==> config.mk <==
export PLATFORM = sky130hd
export DESIGN_NAME = seg7_scan_ctrl
export DESIGN_NICKNAME = d
export VERILOG_FILES = /design/src/rtl/seg7_pkg.sv /design/src/rtl/seg7_hex_decoder.sv /design/src/rtl/seg7_scan_ctrl.sv
export SDC_FILE = /design/constraint.sdc
export NUM_CORES = 1
export LEC_CHECK = 0
export ABC_AREA = 0
export ABC_CLOCK_PERIOD_IN_PS = 2100
export CORE_MARGIN = 4
export CORE_UTILIZATION = 40
export CTS_CLUSTER_DIAMETER = 50
export DETAILED_ROUTE_END_ITERATION = 16
export PLACE_DENSITY = 0.62
export SYNTH_ARGS = -nofsm -noshare
export SYNTH_HDL_FRONTEND = slang
export SYNTH_SLANG_ARGS = --single-unit
export TNS_END_PERCENT = 100
==> constraint.sdc <==
create_clock -name clk_i -period 2.1 [get_ports clk_i]
set_input_delay 0.315 -clock clk_i [delete_from_list [all_inputs] [get_ports clk_i]]
set_output_delay 0.315 -clock clk_i [all_outputs]
set_load 0.03 [all_outputs]
==> src/rtl/seg7_pkg.sv <==
// Shared types, the hex segment table and polarity helpers for the seven-segment scan controller.
package seg7_pkg;

  typedef enum logic [1:0] {
    StIdle,
    StBlank,
    StDrive
  } state_e;

  // Active-high abcdefg (bit 6 = a), listed from F down to 0 so the packed index equals the nibble.
  localparam logic [15:0][6:0] SegTable = {
    7'b1000111, 7'b1001111, 7'b0111101, 7'b1001110,
    7'b0011111, 7'b1110111, 7'b1111011, 7'b1111111,
    7'b1110000, 7'b1011111, 7'b1011011, 7'b0110011,
    7'b1111001, 7'b1101101, 7'b0110000, 7'b1111110
  };

  function automatic logic [6:0] seg_off(input bit active_low);
    return active_low ? 7'h7f : 7'h00;
  endfunction

  function automatic logic [3:0] digit_off(input bit active_low);
    return {4{active_low}};
  endfunction

endpackage

==> src/rtl/seg7_hex_decoder.sv <==
// Nibble to active-high abcdefg segment pattern; output polarity is applied by the parent.
module seg7_hex_decoder
  import seg7_pkg::*;
(
  input  logic [3:0] nibble_i,
  output logic [6:0] seg_o
);

  assign seg_o = SegTable[nibble_i];

endmodule

==> src/rtl/seg7_scan_ctrl.sv <==
// Four-digit multiplexed seven-segment scanner with blanking gaps, frame-aligned shadow
// update behind a valid/ready load port, and optional leading-zero suppression.
module seg7_scan_ctrl
  import seg7_pkg::*;
#(
  parameter int unsigned REFRESH_DIV      = 100000,
  parameter int unsigned BLANK_CYCLES     = 1000,
  parameter bit          SEG_ACTIVE_LOW   = 1'b1,
  parameter bit          DIGIT_ACTIVE_LOW = 1'b1
) (
  input  logic        clk_i,
  input  logic        rst_ni,
  input  logic        enable_i,
  input  logic [15:0] data_in_i,
  input  logic [3:0]  dp_in_i,
  input  logic        lz_en_i,
  input  logic        load_i,
  output logic        ready_o,
  output logic [0:6]  seg_o,
  output logic        dp_o,
  output logic [3:0]  digit_o,
  output logic        frame_done_o
);

  localparam int unsigned    CntW         = $clog2(REFRESH_DIV);
  localparam logic [CntW-1:0] CntLast      = CntW'(REFRESH_DIV - 1);
  localparam logic [CntW-1:0] CntBlankLast = CntW'(BLANK_CYCLES - 1);
  localparam state_e         StSlotStart  = (BLANK_CYCLES != 0) ? StBlank : StDrive;

  state_e            state_q, state_d;
  logic [CntW-1:0]   cnt_q, cnt_d;
  logic [1:0]        idx_q, idx_d;
  logic [15:0]       pend_data_q, pend_data_d, shad_data_q, shad_data_d;
  logic [3:0]        pend_dp_q, pend_dp_d, shad_dp_q, shad_dp_d;
  logic              pend_valid_q, pend_valid_d;
  logic [6:0]        seg_q, seg_d;
  logic              dp_q, dp_d;
  logic [3:0]        digit_q, digit_d;
  logic              frame_done_q, frame_done_d;

  logic              boundary, accept;
  logic [3:0]        cur_nib, nib_zero, lz_blank;
  logic [6:0]        seg_ah;

  // Counter runs 0..REFRESH_DIV-1 across a slot; BLANK owns the low counts, DRIVE the rest.
  always_comb begin
    state_d = state_q;
    cnt_d   = cnt_q;
    idx_d   = idx_q;
    if (!enable_i) begin
      state_d = StIdle;
      cnt_d   = '0;
      idx_d   = '0;
    end else begin
      unique case (state_q)
        StIdle: begin
          state_d = StSlotStart;
          cnt_d   = '0;
          idx_d   = '0;
        end
        StBlank: begin
          cnt_d = cnt_q + 1'b1;
          if (cnt_q == CntBlankLast) state_d = StDrive;
        end
        StDrive: begin
          if (cnt_q == CntLast) begin
            cnt_d   = '0;
            idx_d   = idx_q + 2'd1;
            state_d = StSlotStart;
          end else begin
            cnt_d = cnt_q + 1'b1;
          end
        end
        default: state_d = StIdle;
      endcase
    end
  end

  assign boundary     = (state_q == StDrive) && (idx_q == 2'd3) && (cnt_q == CntLast);
  assign accept       = load_i && !pend_valid_q;
  assign ready_o      = !pend_valid_q;
  assign frame_done_d = boundary && enable_i;

  // A load landing on the boundary edge skips pending so ready never drops.
  always_comb begin
    pend_data_d  = pend_data_q;
    pend_dp_d    = pend_dp_q;
    pend_valid_d = pend_valid_q;
    shad_data_d  = shad_data_q;
    shad_dp_d    = shad_dp_q;
    if ((boundary || state_q == StIdle) && pend_valid_q) begin
      shad_data_d  = pend_data_q;
      shad_dp_d    = pend_dp_q;
      pend_valid_d = 1'b0;
    end
    if (accept) begin
      if (boundary) begin
        shad_data_d = data_in_i;
        shad_dp_d   = dp_in_i;
      end else begin
        pend_data_d  = data_in_i;
        pend_dp_d    = dp_in_i;
        pend_valid_d = 1'b1;
      end
    end
  end

  assign cur_nib = shad_data_q[{idx_q, 2'b00} +: 4];

  seg7_hex_decoder u_dec (
    .nibble_i (cur_nib),
    .seg_o    (seg_ah)
  );

  always_comb begin
    for (int k = 0; k < 4; k++) nib_zero[k] = (shad_data_q[4*k +: 4] == 4'h0);
    lz_blank[3] = nib_zero[3];
    lz_blank[2] = nib_zero[3] & nib_zero[2];
    lz_blank[1] = &nib_zero[3:1];
    lz_blank[0] = 1'b0;
  end

  // Gated by enable_i so a dropped enable turns the display off on the very next edge.
  always_comb begin
    seg_d   = seg_off(SEG_ACTIVE_LOW);
    dp_d    = SEG_ACTIVE_LOW;
    digit_d = digit_off(DIGIT_ACTIVE_LOW);
    if (enable_i && state_q == StDrive) begin
      digit_d = (4'b0001 << idx_q) ^ {4{DIGIT_ACTIVE_LOW}};
      if (!(lz_en_i && lz_blank[idx_q])) seg_d = seg_ah ^ {7{SEG_ACTIVE_LOW}};
      dp_d = shad_dp_q[idx_q] ^ SEG_ACTIVE_LOW;
    end
  end

  always_ff @(posedge clk_i or negedge rst_ni) begin
    if (!rst_ni) begin
      state_q      <= StIdle;
      cnt_q        <= '0;
      idx_q        <= '0;
      pend_data_q  <= '0;
      pend_dp_q    <= '0;
      pend_valid_q <= 1'b0;
      shad_data_q  <= '0;
      shad_dp_q    <= '0;
      seg_q        <= seg_off(SEG_ACTIVE_LOW);
      dp_q         <= SEG_ACTIVE_LOW;
      digit_q      <= digit_off(DIGIT_ACTIVE_LOW);
      frame_done_q <= 1'b0;
    end else begin
      state_q      <= state_d;
      cnt_q        <= cnt_d;
      idx_q        <= idx_d;
      pend_data_q  <= pend_data_d;
      pend_dp_q    <= pend_dp_d;
      pend_valid_q <= pend_valid_d;
      shad_data_q  <= shad_data_d;
      shad_dp_q    <= shad_dp_d;
      seg_q        <= seg_d;
      dp_q         <= dp_d;
      digit_q      <= digit_d;
      frame_done_q <= frame_done_d;
    end
  end

  assign seg_o        = seg_q;
  assign dp_o         = dp_q;
  assign digit_o      = digit_q;
  assign frame_done_o = frame_done_q;

endmodule
## Yosys cells after proc, flatten, opt, wreduce, memory -nomap -nowiden

Memories as Yosys holds them, arrays and structs flattened.
Index checks and enable logic that the tools add are counted.

| storage, ports and cells | value |
|---|---|
| word-level logic and storage cells | 78 |
| bits in registers | 75 |
| ROM bits | 112 |
| output and inout port bits | 14 |
| memories | 1 |

| operators by class | value |
|---|---|
| order comparisons | 2 |
| reduce and logical (&&, ||, !) cells | 17 |
| shifts and indexed selects | 2 |
| add/sub/neg operators | 2 |
| equal/unequal tests | 9 |
| multiplexer cells | 28 |
| bitwise logic cells | 5 |

Memories:

| memory | words | bits a word | rd ports | clocked after Yosys merged registers in | write ports | line | source |
|---|---|---|---|---|---|---|---|
| (no name shown) | 16 | 7 | 1 | 0 | 0 | seg7_hex_decoder.sv:9 | `assign seg_o = SegTable[nibble_i];` |

Operators with widths:

| kind | number |
|---|---|
| 17-bit one-hot mux with 3 select lines | 1 |
| 16-bit two-way mux | 3 |
| 17-bit two-way mux | 2 |
| 7-bit two-way mux | 3 |
| 17-bit by 1-bit adder with 17-bit output, second input constant | 1 |
| 17-bit by 10-bit equality test with 1-bit output, second input constant | 1 |
| 17-bit equality test, second input constant | 1 |
| 4-bit two-way mux | 4 |
| 16-bit by 5-bit variable part select with 4-bit output | 1 |
| 4-bit logical NOT | 3 |
| 2-bit two-way mux | 5 |
| 1-bit logical AND | 7 |
| 7-bit NOT | 1 |
| 1-bit two-way mux | 6 |
| 2-bit one-hot mux with 3 select lines | 1 |
| 2-bit AND reduction | 3 |
| 4-bit by 5-bit less-than comparator with 1-bit output, second input constant | 1 |
| 1-bit binary-select mux with 2-bit select | 2 |
| 2-bit equality test, second input constant | 2 |
| 4-bit by 1-bit != test with 1-bit output, second input constant | 1 |
| 4-bit NOT | 1 |
| 2-bit one-hot mux with 2 select lines | 1 |
| 1-bit by 2-bit left shift with 4-bit output, first input constant | 1 |
| 2-bit by 3-bit less-than comparator with 1-bit output, second input constant | 1 |
| 11 further kinds | 12 |

## Longest topological paths before layout

Gate-level depths: netlist of the first run.

| depth | value |
|---|---|
| depth in word-level cells | 8 |
| mapped depth | 9 |
| depth with buffers taken out | 7 |

## Modules after synthesis

From an unflattened synthesis of the first run, not the netlist that was laid out.

| second synthesis, totals | value |
|---|---|
| cells, all modules | 388 |
| area, all modules | 3925.0 um^2 |

Modules (own cells, without submodules):

| module | seq. area each (um^2) | area each (um^2) | times used | cells each |
|---|---|---|---|---|
| seg7_scan_ctrl | 1891.8 | 3634.7 | 1 | 355 |
| seg7_hex_decoder | 0.0 | 290.3 | 1 | 33 |

## Worst setup path before layout of the first run

Ideal clock, no wire load.

| timing path | value |
|---|---|
| kind | flip-flop to flip-flop |
| start | register idx_q[0] |
| end | register seg_q[3] (netlist: seg_o[3]) |
| setup time | 0.092 ns |
| arrival time | 2.034 ns |
| setup slack | -0.026 ns |
| stages on the path, launching flop included | 8 |
| period minus slack after synthesis | 2.126 ns |
| path through | dfrtp_1 > buf_2 > mux4_2 > inv_1 > ha_1 > inv_1 > mux4_2 > nand2b_1 |

| on the way | value |
|---|---|
| word-level cells in the longest chain between the ends | 6 |
| elaborated cells on any way between the ends | 9 |
| those cells by class | 1 x shift; 5 x mux; 1 x bitwise; 1 x reduce/logical; 1 x memory |

RTL lines:

| what | line | source |
|---|---|---|
| start: declaration | seg7_scan_ctrl.sv:32 | `logic [1:0] idx_q, idx_d;` |
| start signal: assignment | seg7_scan_ctrl.sv:152 | `idx_q <= idx_d;` |
| 16-bit by 5-bit variable part select with 4-bit output | seg7_scan_ctrl.sv:108 | `assign cur_nib = shad_data_q[{idx_q, 2'b00} +: 4];` |
| memory read 16 x 7 bit | - |  |
| 7-bit two-way mux (implied by the code) | seg7_hex_decoder.sv:9 |  |
| 7-bit NOT (no line) | - |  |
| 7-bit two-way mux * | seg7_scan_ctrl.sv:130 | `if (!(lz_en_i && lz_blank[idx_q])) seg_d = seg_ah ^ {7{SEG_ACTIVE_LOW}};` |
| 7-bit two-way mux * | seg7_scan_ctrl.sv:128 | `if (enable_i && state_q == StDrive) begin` |
| net seg_d[3] | seg7_scan_ctrl.sv:36 | `logic [6:0] seg_q, seg_d;` |
| end signal: assignment | seg7_scan_ctrl.sv:145 | `seg_q <= seg_off(SEG_ACTIVE_LOW);` |
| end signal: assignment | seg7_scan_ctrl.sv:158 | `seg_q <= seg_d;` |
| end: declaration | seg7_scan_ctrl.sv:36 |  |

The timed path passes the listed nets; every way through them passes the cells marked *. The select of a mux whose other input is x is not followed.
A chain may end at the register's enable or synchronous reset.

## Worst setup path after layout of the first run

| timing path | value |
|---|---|
| start | register idx_q[0] |
| end | register shad_data_q[15] |

| on the way | value |
|---|---|
| word-level cells in the longest chain between the ends | 8 |

RTL lines:

| what | line | source |
|---|---|---|
| 2-bit equality test * | seg7_scan_ctrl.sv:79 | `assign boundary = (state_q == StDrive) && (idx_q == 2'd3) && (cnt_q == CntLast);` |
| 1-bit logical AND * (2 in a row) | seg7_scan_ctrl.sv:79 |  |
| 1-bit logical OR | seg7_scan_ctrl.sv:91 | `if ((boundary \|\| state_q == StIdle) && pend_valid_q) begin` |
| 1-bit logical AND | seg7_scan_ctrl.sv:91 |  |
| 16-bit two-way mux | seg7_scan_ctrl.sv:91 |  |
| 16-bit two-way mux | seg7_scan_ctrl.sv:97 | `if (boundary) begin` |
| 16-bit two-way mux * | seg7_scan_ctrl.sv:96 | `if (accept) begin` |
| net shad_data_d[15] | seg7_scan_ctrl.sv:33 | `logic [15:0] pend_data_q, pend_data_d, shad_data_q, shad_data_d;` |
| end signal: assignment | seg7_scan_ctrl.sv:156 | `shad_data_q <= shad_data_d;` |
| end: declaration | seg7_scan_ctrl.sv:33 |  |

The timed path passes the listed nets; every way through them passes the cells marked *.

==> results of run 1 <==
==> logic make-up after synthesis <==
logic type / after synthesis / synth area share
AO/OA/AOI/OAI: 88 / 0.144
XOR/XNOR: 6 / 0.0135
adder cells (fa/ha/maj): 15 / 0.0482
buffers and inverters: 33 / 0.0376
flip-flops: 75 / 0.486
multiplexers: 28 / 0.0977
AND/OR/NAND/NOR: 137 / 0.173
==> area by class of cell <==
cell class / instances / area share
Clock buffer: 10 / 0.0255
Tap cell: 129 / 0.0323
Sequential cell: 75 / 0.380
Timing Repair Buffer: 78 / 0.147
Clock inverter: 6 / 0.0180
Inverter: 13 / 0.00976
Multi-Input combinational cell: 277 / 0.387
==> registers in the layout (all words and copies together) (netlist names) <==
name,count
pend_data_q,16
digit_o,4
seg_o,7
frame_done_o,1
pend_valid_q,1
shad_data_q,16
cnt_q,17
dp_o,1
shad_dp_q,4
pend_dp_q,4
idx_q,2
state_q,2
==> cell usage after synthesis, types with 4 or more instances <==
| master | number | area (µm²) |
|---|---|---|
| ha_1 | 15 | 188 |
| dfrtp_1 | 63 | 1580 |
| nor2_1 | 40 | 150 |
| o21ai_0 | 9 | 45.0 |
| a21boi_0 | 22 | 165 |
| dfstp_2 | 12 | 315 |
| mux2_2 | 20 | 225 |
| mux4_2 | 6 | 135 |
| nand3_1 | 17 | 85.1 |
| a31oi_1 | 10 | 62.6 |
| nand2_1 | 46 | 173 |
| nand4_1 | 4 | 25.0 |
| inv_1 | 13 | 48.8 |
| clkbuf_1 | 12 | 45.0 |
| buf_2 | 6 | 30.0 |
| a21oi_1 | 31 | 155 |
| xor2_1 | 5 | 43.8 |
==> what timing repair did <==
action | 4_1_cts | 5_1_grt
gates resized for setup | 2 | 29
hold buffers | 1 | 0
pin swaps | 0 | 11
hold endpoints to repair | 18 | 0
setup buffers | 0 | 9
endpoints found under the setup margin | 2 | 25
gates cloned | 0 | 4
==> critical path, stage by stage (launching register included) <==
cell      delay, ns
dfrtp_2        0.45
ha_2           0.22
nand4_1        0.17
buf_4          0.21
or4_4          0.59
a21boi_0       0.16
a21oi_1        0.19
==> power by group <==
group          internal (mW)  switching (mW)
logic                  0.994            1.14
clock network          0.674           0.565
registers               1.90           0.286
==> path summary, 6_finish.rpt <==
path	from	endpoint	slack, ns	depth (start not counted)
setup / recovery	idx_q[0]$_DFFE_PN0P_	shad_data_q[15]$_DFF_PN0_	0.03	6
hold / removal	rst_ni	pend_data_q[1]$_DFFE_PN0P_	0.51	2
min in group clk_i	pend_dp_q[2]$_DFFE_PN0P_	pend_dp_q[2]$_DFFE_PN0P_	0.51	1
setup reg to reg	idx_q[0]$_DFFE_PN0P_	shad_data_q[15]$_DFF_PN0_	0.03	6
hold reg to reg	pend_dp_q[2]$_DFFE_PN0P_	pend_dp_q[2]$_DFFE_PN0P_	0.51	1
max in group asynchronous	rst_ni	dp_o$_DFF_PN1_	0.96	3
==> per-layer routing <==
metal,vias up,global-route usage,part of all wire
met5,-,0,0
met4,0,0.0511,0.014
met3,14,0.0301,0.048
met2,84,0.245,0.46
met1,1554,0.251,0.48
li1,1504,-,-
==> results.toml, run 1 <==
[grt]
grt_pass1_wl_um = 15100
antenna_found_initial = 0
grt_use_total = 0.167
grt_pass1_vias = 2944
overflow = 0
grt_max_degree = 41

[placement]
dp_cells = 558
portBuffers = 38
dpl-instance-area_um2 = 4590
dp.final_hpwl_um = 6370
place.gp.congestion = 0.806
dp_slack_ns = -0.0443

[route]
drt_iter0_markers = 200
drt_first_pass_iters = 4
routed_via_density = 5.37
vias = 3156
totalWireLength_um = 9720
ant_nets = 0
wl_per_cell_um = 16.5
drc = 0

[cells_and_area]
nFillCells = 852
regArea_um2 = 1900
fin_nets = 494
final_cells = 588
n_antenna_cell = 0
final_core_util = 0.533
area_growth_pct = 28.4
layout_commonest_cell = "dfrtp_1"
design_area_um2 = 5000
layout_common_cells = "dfrtp_1 (58), nand2_1 (46), nor2_1 (40)"
drive_gt1_frac = 0.259
multi_input_area_um2 = 1940

[die]
die_w_um = 107
die_h_um = 107
fp-row-count = 35
ios = 39
start_util = 0.415
fp.coreArea_um2 = 9370
dieArea_um2 = 11400

[job]
cap_violations = 0

[timing]
fmax_mhz = 484
rsz0062_at_grt = "true"
fin_skew_ns = 0.0163
max_slew_margin = 0.611
fin_tns_setup_ns = 0
worstMarginPinSlew_ns = 0.584
worst_hold_slack_ns = 0.508
period_share = 0.985
period_needed_ns = 2.07
maxSlewViolCount = 0
timing_hold_violations_final = 0
setup-violations-final = 0
fin_ws_ns = 0.0321

[logic_synthesis]
syn-num-nets = 422
synth_warnings = 0
ys_seq_elements = 75
synth_edf_count = 0
synthFlopType = "dfrtp_1"
synth-seq-area-share = 0.486
ys_types = 48
avgSynthCellArea_um2 = 10.2
syn_area_um2 = 3890
syn_inst = 382
async_flop_share = 1.00

[pwr]
peakVddDrop_v = 0.000424
power_mw = 5.56
leakage_nw = 2.11
p_per_area_nw_per_um2 = 1110

[clocking]
cts.clk_slew.worst_paths_ns = 0.09
clk_latency_ns = 0.35
cts_htree_levels = 3
cts.sinks = 75
root_buffer = "clkbuf_8"
clock_path_buffers = 2
cts_tree = "built"
numCtsBuffers = 9

[critical_path]
worstPathArrival_ns = 2.33
endpoint_kind = "register"
critPathKind = "register to register"
required_ns = 2.37
worstPathMaxFanout = 5
worstSetupStartpointType = "register"

[run_status]
status = "finished, final reports clean"

[worst_hold_path]
min_path_type = "input port to async pin"
(Power assumes the default switching activity.)
==> run 2, diff against run 1 <==
--- a/config.mk
+++ b/config.mk
@@ -7,11 +7,15 @@
 export LEC_CHECK = 0
 export ABC_AREA = 0
 export ABC_CLOCK_PERIOD_IN_PS = 2100
+export CELL_PAD_IN_SITES_DETAIL_PLACEMENT = 0
+export CELL_PAD_IN_SITES_GLOBAL_PLACEMENT = 1
+export CORE_ASPECT_RATIO = 0.6
 export CORE_MARGIN = 4
 export CORE_UTILIZATION = 40
 export CTS_CLUSTER_DIAMETER = 50
 export DETAILED_ROUTE_END_ITERATION = 16
-export PLACE_DENSITY = 0.62
+export PLACE_DENSITY = 0.75
+export SLEW_MARGIN = 30
 export SYNTH_ARGS = -nofsm -noshare
 export SYNTH_HDL_FRONTEND = slang
 export SYNTH_SLANG_ARGS = --single-unit
==> results.toml, run 2 (synthesized netlist as in run 1, its figures left out) <==
[die]
die_w_um = 135
start_util = 0.418
dieArea_um2 = 11400
ios = 39
fp.coreArea_um2 = 9320
fp-row-count = 27
die_h_um = 84.4

[critical_path]
rr_startpoint = "state_q[0]$_DFFE_PN0P_"
required_ns = 2.36
worstPathMaxFanout = 10
endpoint_kind = "register"
worstSetupStartpointType = "register"
worstPathArrival_ns = 2.39
critPathLaunch = "state_q[0]$_DFFE_PN0P_"
critPathKind = "register to register"

[clocking]
cts.sinks = 75
numCtsBuffers = 9
cts_tree = "built"
cts_htree_levels = 3
clk_latency_ns = 0.34
root_buffer = "clkbuf_16"
clock_path_buffers = 2
cts.clk_slew.worst_paths_ns = 0.06

[grt]
grt.busiest_layer = "met1"
grt_pass1_wl_um = 15900
gr-usage-met1 = 0.283
use_met2 = 0.236
antenna_found_initial = 0
overflow = 0
grt_max_degree = 43
grt_use_total = 0.178
met3_usage = 0.0473
grt_pass1_vias = 3066

[pwr]
clkPwrFrac = 0.270
p_int_mw = 4.07
power_mw = 6.25
p_per_area_nw_per_um2 = 1200
leakage_nw = 2.21
p_comb_frac = 0.376
power_switching_mw = 2.18
swShare = 0.348
power_frac_seq = 0.353
peakVddDrop_v = 0.000580

[placement]
dp_slack_ns = -0.0585
portBuffers = 38
dp_cells = 562
place.gp.congestion = 0.847
dp.final_hpwl_um = 6900

[timing]
fin_ws_ns = -0.0291
period_needed_ns = 2.13
worstMarginPinSlew_ns = 0.556
fin_tns_setup_ns = -0.0299
rsz0062_at_grt = "true"
max_slew_margin = 0.630
period_share = 1.01
fmax_mhz = 470
timing_hold_violations_final = 0
fin_skew_ns = 0.0115
maxSlewViolCount = 0
setup-violations-final = 3

[cells_and_area]
top_register = "cnt_q"
fin_nets = 504
n_antenna_cell = 0
drive_gt1_frac = 0.284
largest_reg_flops = 17
final_cells = 599
final_core_util = 0.558
largestRegisters = "cnt_q x17, pend_data_q x16, shad_data_q x16"
layout_commonest_cell = "dfrtp_1"
area_growth_pct = 33.7
layout_common_cells = "dfrtp_1 (58), nand2_1 (45), buf_4 (43)"

[run_status]
status = "finished, violations left"
violations = "negative setup slack"

[route]
ant_nets = 0
vias = 3236
drc = 0
routed_via_density = 5.40
totalWireLength_um = 10700
wl_per_cell_um = 17.9
drt_iter0_markers = 279
drt_first_pass_iters = 5

[job]
cap_violations = 0

[worst_hold_path]
min_path_type = "input port to async pin"
-- run 2: timing repair --
action                     in CTS  in global routing
gates resized for setup         2                 42
hold endpoints to repair       40                  0
hold buffers                    1                  0
cloned                          0                  6
pin swaps                       0                 19
setup endpoints to repair       7                 22
buffers inserted                0                 14
-- run 2: critical path, stage by stage, from the launching register on --
cell	delay (ns)
dfrtp_1	0.40
inv_2	0.09
ha_4	0.16
nand4_1	0.17
buf_4	0.19
or3_4	0.35
o21ai_4	0.25
buf_6	0.19
a21boi_0	0.09
a21oi_1	0.17
-- run 2: through the flow --
step / hold WS, ns / instance area, µm²
final: 0.507 / 5200
after global routing: 0.519 / 5200
after CTS: 0.505 / 4940
after detailed placement: 0.341 / 4600
after global placement: 0.334 / 4600
after floorplan: 0.0194 / 3900
-- run 2: routing by layer --
metal	vias to the layer above	routed length, µm
met4	0	146
met5	-	0
li1	1528	-
met2	87	4310
met3	13	634
met1	1608	5620
-- run 2: final cells by class --
| cell class | count | area [µm²] |
|---|---|---|
| Fill cell | 826 | 4120 |
| Clock buffer | 9 | 225 |
| Tap cell | 130 | 163 |
| Sequential cell | 75 | 1900 |
| Inverter | 13 | 48.8 |
| Timing Repair Buffer | 87 | 788 |
| Clock inverter | 7 | 100 |
| Multi-Input combinational cell | 278 | 1980 |
-- run 2: power by group through the flow --
stage          sequential, mW  clock [mW]  combinational, mW
6_report                 2.21        1.69               2.35
3_5_place_dp             2.21           0               2.06
5_1_grt                  2.25        1.79               2.60
3_3_place_gp             2.20           0               1.98
2_1_floorplan            2.15           0               1.38
4_1_cts                  2.19        1.71               2.07
-- run 2: final timing paths --
check / end / slack [ns] / cells after the start
hold reg to reg: pend_data_q[9]$_DFFE_PN0P_ / 0.51 / 1
min in group clk_i: pend_data_q[9]$_DFFE_PN0P_ / 0.51 / 1
setup / recovery: shad_data_q[15]$_DFF_PN0_ / -0.03 / 9
hold / removal: pend_dp_q[2]$_DFFE_PN0P_ / 0.51 / 2
setup reg to reg: shad_data_q[15]$_DFF_PN0_ / -0.03 / 9
max in group asynchronous: cnt_q[14]$_DFFE_PN0P_ / 0.88 / 3
==> run 3, diff against run 2 <==
--- a/config.mk
+++ b/config.mk
@@ -7,6 +7,7 @@
 export LEC_CHECK = 0
 export ABC_AREA = 0
 export ABC_CLOCK_PERIOD_IN_PS = 2100
+export CAP_MARGIN = 20
 export CELL_PAD_IN_SITES_DETAIL_PLACEMENT = 0
 export CELL_PAD_IN_SITES_GLOBAL_PLACEMENT = 1
 export CORE_ASPECT_RATIO = 0.6
@@ -14,6 +15,7 @@
 export CORE_UTILIZATION = 40
 export CTS_CLUSTER_DIAMETER = 50
 export DETAILED_ROUTE_END_ITERATION = 16
+export GPL_ROUTABILITY_DRIVEN = 0
 export PLACE_DENSITY = 0.75
 export SLEW_MARGIN = 30
 export SYNTH_ARGS = -nofsm -noshare
==> results of run 3 <==
Final layout, timing and power as in run 2 (identical DEF).
